### config.mk
export PLATFORM = sky130hd
export DESIGN_NAME = zueirai_alu_arbiter
export DESIGN_NICKNAME = d
export VERILOG_FILES = /design/src/rtl/zueirai_alu_arbiter.sv
export SDC_FILE = /design/constraint.sdc
export NUM_CORES = 1
export LEC_CHECK = 0
export CAP_MARGIN = 20
export CORE_ASPECT_RATIO = 1.25
export CORE_UTILIZATION = 37
export CTS_CLUSTER_DIAMETER = 100
export DETAILED_ROUTE_END_ITERATION = 7
export PLACE_DENSITY = 0.79
export SYNTH_ARGS = -nofsm -noshare
export SYNTH_HDL_FRONTEND = slang
export SYNTH_SLANG_ARGS = --single-unit
### constraint.sdc
create_clock -name clk -period 1.99 [get_ports clk]
set_clock_uncertainty 0.15 [all_clocks]
set_input_delay 0.4975 -clock clk [delete_from_list [all_inputs] [get_ports clk]]
set_output_delay 0.4975 -clock clk [all_outputs]
set_load 0.01 [all_outputs]
### src/rtl/zueirai_alu_arbiter.sv
// Two-port arbiter/sequencer sharing one combinational 8-bit ZueiraI ALU.
// Flow is IDLE (grant + latch) -> EXEC (drive ALU) -> RESP (hold result until consumed).
module zueirai_alu_arbiter #(
  parameter bit PRIO_FIXED = 1'b0
) (
  input  logic       clk,
  input  logic       rst,
  input  logic       req0_valid,
  output logic       req0_ready,
  input  logic [2:0] req0_op,
  input  logic [7:0] req0_a,
  input  logic [7:0] req0_b,
  output logic       rsp0_valid,
  input  logic       rsp0_ready,
  output logic [7:0] rsp0_data,
  output logic [2:0] rsp0_flags,
  input  logic       req1_valid,
  output logic       req1_ready,
  input  logic [2:0] req1_op,
  input  logic [7:0] req1_a,
  input  logic [7:0] req1_b,
  output logic       rsp1_valid,
  input  logic       rsp1_ready,
  output logic [7:0] rsp1_data,
  output logic [2:0] rsp1_flags,
  output logic [7:0] alu_in1,
  output logic [7:0] alu_in2,
  output logic [2:0] alu_ctrl,
  input  logic [7:0] alu_out,
  input  logic [2:0] alu_flags,
  output logic       busy
);

  typedef enum logic [1:0] {IDLE, EXEC, RESP} state_t;

  typedef struct packed {
    logic [2:0] op;
    logic [7:0] a;
    logic [7:0] b;
  } req_t;

  state_t     r_state, w_next;
  logic       r_grant, r_last_grant;
  req_t       r_req;
  logic [7:0] r_res;
  logic [2:0] r_flags;

  logic       w_any, w_win, w_rsp_hs, w_flag_op;
  req_t       w_sel;
  logic [2:0] w_flags_cap;

  assign w_any = req0_valid | req1_valid;

  // A lone requester always wins; ties go to the port that was not granted last.
  always_comb begin
    w_win = 1'b0;
    if (req0_valid && req1_valid) w_win = PRIO_FIXED ? 1'b0 : ~r_last_grant;
    else if (req1_valid)          w_win = 1'b1;
  end

  assign w_sel = w_win ? req_t'{req1_op, req1_a, req1_b}
                       : req_t'{req0_op, req0_a, req0_b};

  // Logic ops leave the ALU flags stale, so only arithmetic/shift ops pass them.
  always_comb begin
    w_flag_op = 1'b0;
    case (r_req.op)
      3'd1, 3'd2, 3'd6, 3'd7: w_flag_op = 1'b1;
      default:                w_flag_op = 1'b0;
    endcase
  end
  assign w_flags_cap = w_flag_op ? alu_flags : 3'b000;

  assign w_rsp_hs = (r_state == RESP) && (r_grant ? rsp1_ready : rsp0_ready);

  always_comb begin
    w_next = r_state;
    case (r_state)
      IDLE:    if (w_any) w_next = EXEC;
      EXEC:    w_next = RESP;
      RESP:    if (w_rsp_hs) w_next = IDLE;
      default: w_next = IDLE;
    endcase
  end

  always_ff @(posedge clk or negedge rst) begin
    if (!rst) begin
      r_state      <= IDLE;
      r_grant      <= 1'b0;
      r_last_grant <= 1'b1;
      r_req        <= '0;
      r_res        <= '0;
      r_flags      <= '0;
    end else begin
      r_state <= w_next;
      if (r_state == IDLE && w_any) begin
        r_req        <= w_sel;
        r_grant      <= w_win;
        r_last_grant <= w_win;
      end
      if (r_state == EXEC) begin
        r_res   <= alu_out;
        r_flags <= w_flags_cap;
      end
    end
  end

  assign req0_ready = (r_state == IDLE) && w_any && !w_win;
  assign req1_ready = (r_state == IDLE) && w_any &&  w_win;
  assign rsp0_valid = (r_state == RESP) && !r_grant;
  assign rsp1_valid = (r_state == RESP) &&  r_grant;
  assign rsp0_data  = r_res;
  assign rsp1_data  = r_res;
  assign rsp0_flags = r_flags;
  assign rsp1_flags = r_flags;
  assign alu_in1    = r_req.a;
  assign alu_in2    = r_req.b;
  assign alu_ctrl   = (r_state == EXEC) ? r_req.op : 3'd0;
  assign busy       = (r_state != IDLE);

endmodule

==> impl_summary.txt <==
----------------------------------------------------
[Worst setup path]
  CP Launch Type ... flop
  Beginning of the worst register-to-register path ... r_state[1]$_DFFE_PN0P_
  Slowest stage delay, CP ... around 0.4 ns
  Type of destination of the critical path ... output port
  Maximum net fanout on the critical path ... 4
  Kind of critical path ... flop to output port
  Required time reported for the critical path endpoint ... 1.34 ns
  Category of cells accounting for the largest share of critical-path delay ... flip-flops
  Critical-path cell list ... buf_6, nor2_4, buf_6, and3_4, buf_6
  Top cell by count, worst path ... buf_6
  Worst reg2reg endpoint ... alu_in2[1]$_DFFE_PN0P_
  FF-to-FF setup slack ... roughly 0.32 ns
  Reg2reg path depth ... 6
  Critical path depth ... 5
  CP bufs+invs ... 3
  Slowest-stage cell, CP ... dfrtp_1
  Worst Path Arrival ... between 1 and 1.5 ns

[Power and ir drop]
  Leakage dissipation ... 1.291 nW
  Fraction of power spent switching nets ... between 30% and 40%
  Part of the power in combinational logic ... between 50% and 60%
  Proportion of power drawn by the clock network ... a little over an eighth
  Maximum resistive drop on vdd ... around 930 µV
  Pwr Total ... approximately 0.0039 W
  Net switching power figure ... 0.001343 W
  Sequential share of power ... around a third
  Power per unit of standard cell area ... 1445 nW/µm²
  Internal power ... ~0.0026 W

[Clock tree]
  Latest clock arrival within the worst-skew pair ... 0.28 ns
  Maximum clock path buffer count ... 2
  Buffer cell driving the clock tree root ... clkbuf_8
  CTS tree ... built
  Maximum level of the CTS H-tree ... 2
  Clk pin slew, worst setup/hold paths ... roughly 0.070 ns
  Post-CTS Hold Buffers ... 0
  TritonCTS Buffers ... 5
  Num Clock Sinks ... 34

[Layout]
  Post-Route Utilization ... just over 60%
  Number of nets in the finished design ... roughly 300
  Fill count ... just under 400
  Layout Cell Area excl Fill ... around 2700 µm²
  Area growth from synthesis to final layout ... 59.62%
  Fraction of layout instances using a drive strength above 1 ... between 10% and 20%
  Antenna cell count ... 0

[Global route]
  Number of global-route vias before repair ... ~1400
  Congestion Overflow GR ... 0
  Global-route wire length before repair ... approximately 6700 µm
  Routing layer with the top usage in global route ... met2
  Met1 Use GR ... a little under a fifth
  Largest net degree at the start of global routing ... 35
  Met3 Usage GRT ... ~6.0%
  Antenna violations before repair ... 0
  Total routing usage reported by global routing ... between 15 and 20%
  GRT met2 Usage ... between 30% and 40%

[Route]
  Drt wl/cell ... about 13 µm
  Number of detailed-route iterations in the first pass ... 4
  Vias/cell ... between 4 and 5
  Starting DRC count in detailed routing ... between 60 and 70
  Detailed-route wire length ... between 4000 and 5000 µm
  Antenna-violating nets left ... 0
  Total via count in the routed design ... approximately 1500
  Detailed-route DRC error count ... 0

[Placed design]
  Area of placed instances ... ~2600 µm²
  Number of buffers inserted by port buffering ... 100
  GPL Wtd Cong ... between 0.7 and 0.8
  Dpl hpwl ... around 3000 µm
  Post-place setup slack ... -0.5054 ns

[Timing]
  Setup repair after global routing missed its margin ... yes
  Portion of the clock cycle consumed by the worst path in the final layout ... between 90% and 100%
  Count of endpoints failing setup in the final report ... 0
  Setup TNS ... 0 ns
  Transition time of the tightest slew-check pin ... between 0.4 and 0.5 ns
  Max-slew headroom at the worst pin ... between 70% and 80%
  Final Worst Setup Slack ... 0.02934 ns
  Max Transition Viols Final ... 0
  Peak Freq ... 510.0 MHz
  Endpoints failing hold ... 0
  Minimum period implied by the final worst setup slack ... 1.961 ns

[Logic synthesis]
  Mean instance size in the synthesized netlist ... 10.33 µm²
  Synth Area in Compound Gates ... between 10% and 20%
  Mux contribution to synthesized area ... 0.6608%
  Register area share after synthesis ... roughly 50%
  Area share of and/or/nand/nor cells after synthesis ... 18.87%
  Share of Yosys cell area claimed by the top area cell type ... between 40% and 50%
  Cell area after technology mapping ... about 1700 µm²
  Number of nets produced by synthesis ... 220
  Xor/xnor cell area share of the yosys netlist ... less than 1%
  Arithmetic-cell share of the synthesized area counting full adders, half adders and majority gates ... 0%
  Seq cells post-synth ... 34
  Top cell type by total area after synthesis ... dfrtp_1
  Post-Synthesis Cells ... roughly 170
  Largest cells by area after synthesis ... dfrtp_1 (48%), buf_4 (12%), a221o_1 (11%), and3_1 (7.0%), nand2_1 (6.6%)
  YS warnings ... 0
  Main combinational cell family by area after synthesis ... simple AND/OR/NAND/NOR gates
  Post-synthesis cell type count ... 24

[Floorplanning]
  Area enclosed by the die boundary ... slightly below 5000 µm²
  Number of placement rows ... 27
  Die height ... slightly below 80 µm
  Number of I/O pins ... ~100
  Starting Density ... roughly two fifths
  Die outline width ... around 63 µm
  Core area ... about 4400 µm²

[Status]
  Result of the run ... finished clean

[Worst hold path]
  Path category of the worst min-delay check ... input port to asynchronous set/reset pin

[Flow run]
  Max-Cap Viols ... 0

----------------------------------------------------
-- power groups by stage --
stage                     clock network [W]  logic (W)  registers, W
after floorplan                           0    0.00129       0.00127
after global placement                    0    0.00209       0.00126
after detailed placement                  0    0.00215       0.00127
after CTS                          0.000533    0.00218       0.00127
after global routing               0.000554    0.00233       0.00131
final                              0.000512    0.00216       0.00126
-- layout by cell type (no fill, tap or decap), drive strengths merged, types with 3 or more instances in the layout --
cell / n
and2: 4
a221o: 19
nor2: 3
dfrtp: 33
inv: 3
clkbuf: 13
buf: 18
and3: 20
o21ai: 5
nand2: 30
clkdlybuf4s50: 89
-- synthesized netlist by cell type (all sizes together) --
library cell / instances
inv: 3
nor2b: 1
a21o: 2
clkbuf: 3
and3: 20
and2: 4
o21ai: 5
mux2: 1
a21boi: 1
nor2: 3
a221o: 19
buf: 34
xnor2: 1
nand2b: 1
dfrtp: 33
nand2: 30
or2b: 2
and2b: 1
dfstp: 1
-- logic make-up (layout without fill, tap and decap cells) --
kind of cell / after synthesis / in the layout
AO/OA/AOI/OAI: 27 / 27
XOR/XNOR: 1 / 1
buffers and inverters: 40 / 126
flip-flops: 34 / 34
multiplexers: 1 / 1
AND/OR/NAND/NOR: 62 / 62
-- sequential cells by signal (all words and copies together), names as in the netlist --
| signal | cells |
|---|---|
| r_last_grant | 1 |
| r_req | 3 |
| r_grant | 1 |
| r_state | 2 |
| alu_in2 | 8 |
| rsp0_flags | 3 |
| rsp0_data | 8 |
| alu_in1 | 8 |
-- timing repair --
action,in CTS,in global routing
resized for setup,27,8
endpoints found under the setup margin,8,8
buffers inserted,3,1
cloned,0,0
pin swaps,2,1
-- routing by layer --
metal | wire, µm | up-vias
met5 | 0 | -
met4 | 57 | 0
met3 | 257 | 6
met2 | 2097 | 58
met1 | 1603 | 694
li1 | - | 719
-- layout make-up --
cell class	count	area, µm²	area share (%)
clock buffer	7	86.33	3.174
multi-input combinational	91	590.6	21.71
timing repair buffer	115	1102	40.52
clock inverter	1	5.005	0.1840
sequential	34	852.1	31.32
tap	58	72.57	2.668
inverter	3	11.26	0.4140
-- how the worst max path moves through the flow --
stage | start | endpoint
5_1_grt | r_state[1]$_DFFE_PN0P_ | req0_ready
2_1_floorplan | req1_valid | req1_ready
3_5_place_dp | req1_valid | req1_ready
6_report | r_state[1]$_DFFE_PN0P_ | req0_ready
4_1_cts | req0_valid | req1_ready
3_3_place_gp | req1_valid | req1_ready
-- stage by stage --
stage	hold WS, ns	instances
global placement	0.3292	297
detailed placement	0.3369	297
floorplan	0.05191	165
CTS	0.1016	308
finish	0.08156	309
global route	0.1233	309
No activity file was read; power rests on OpenSTA's default activity.
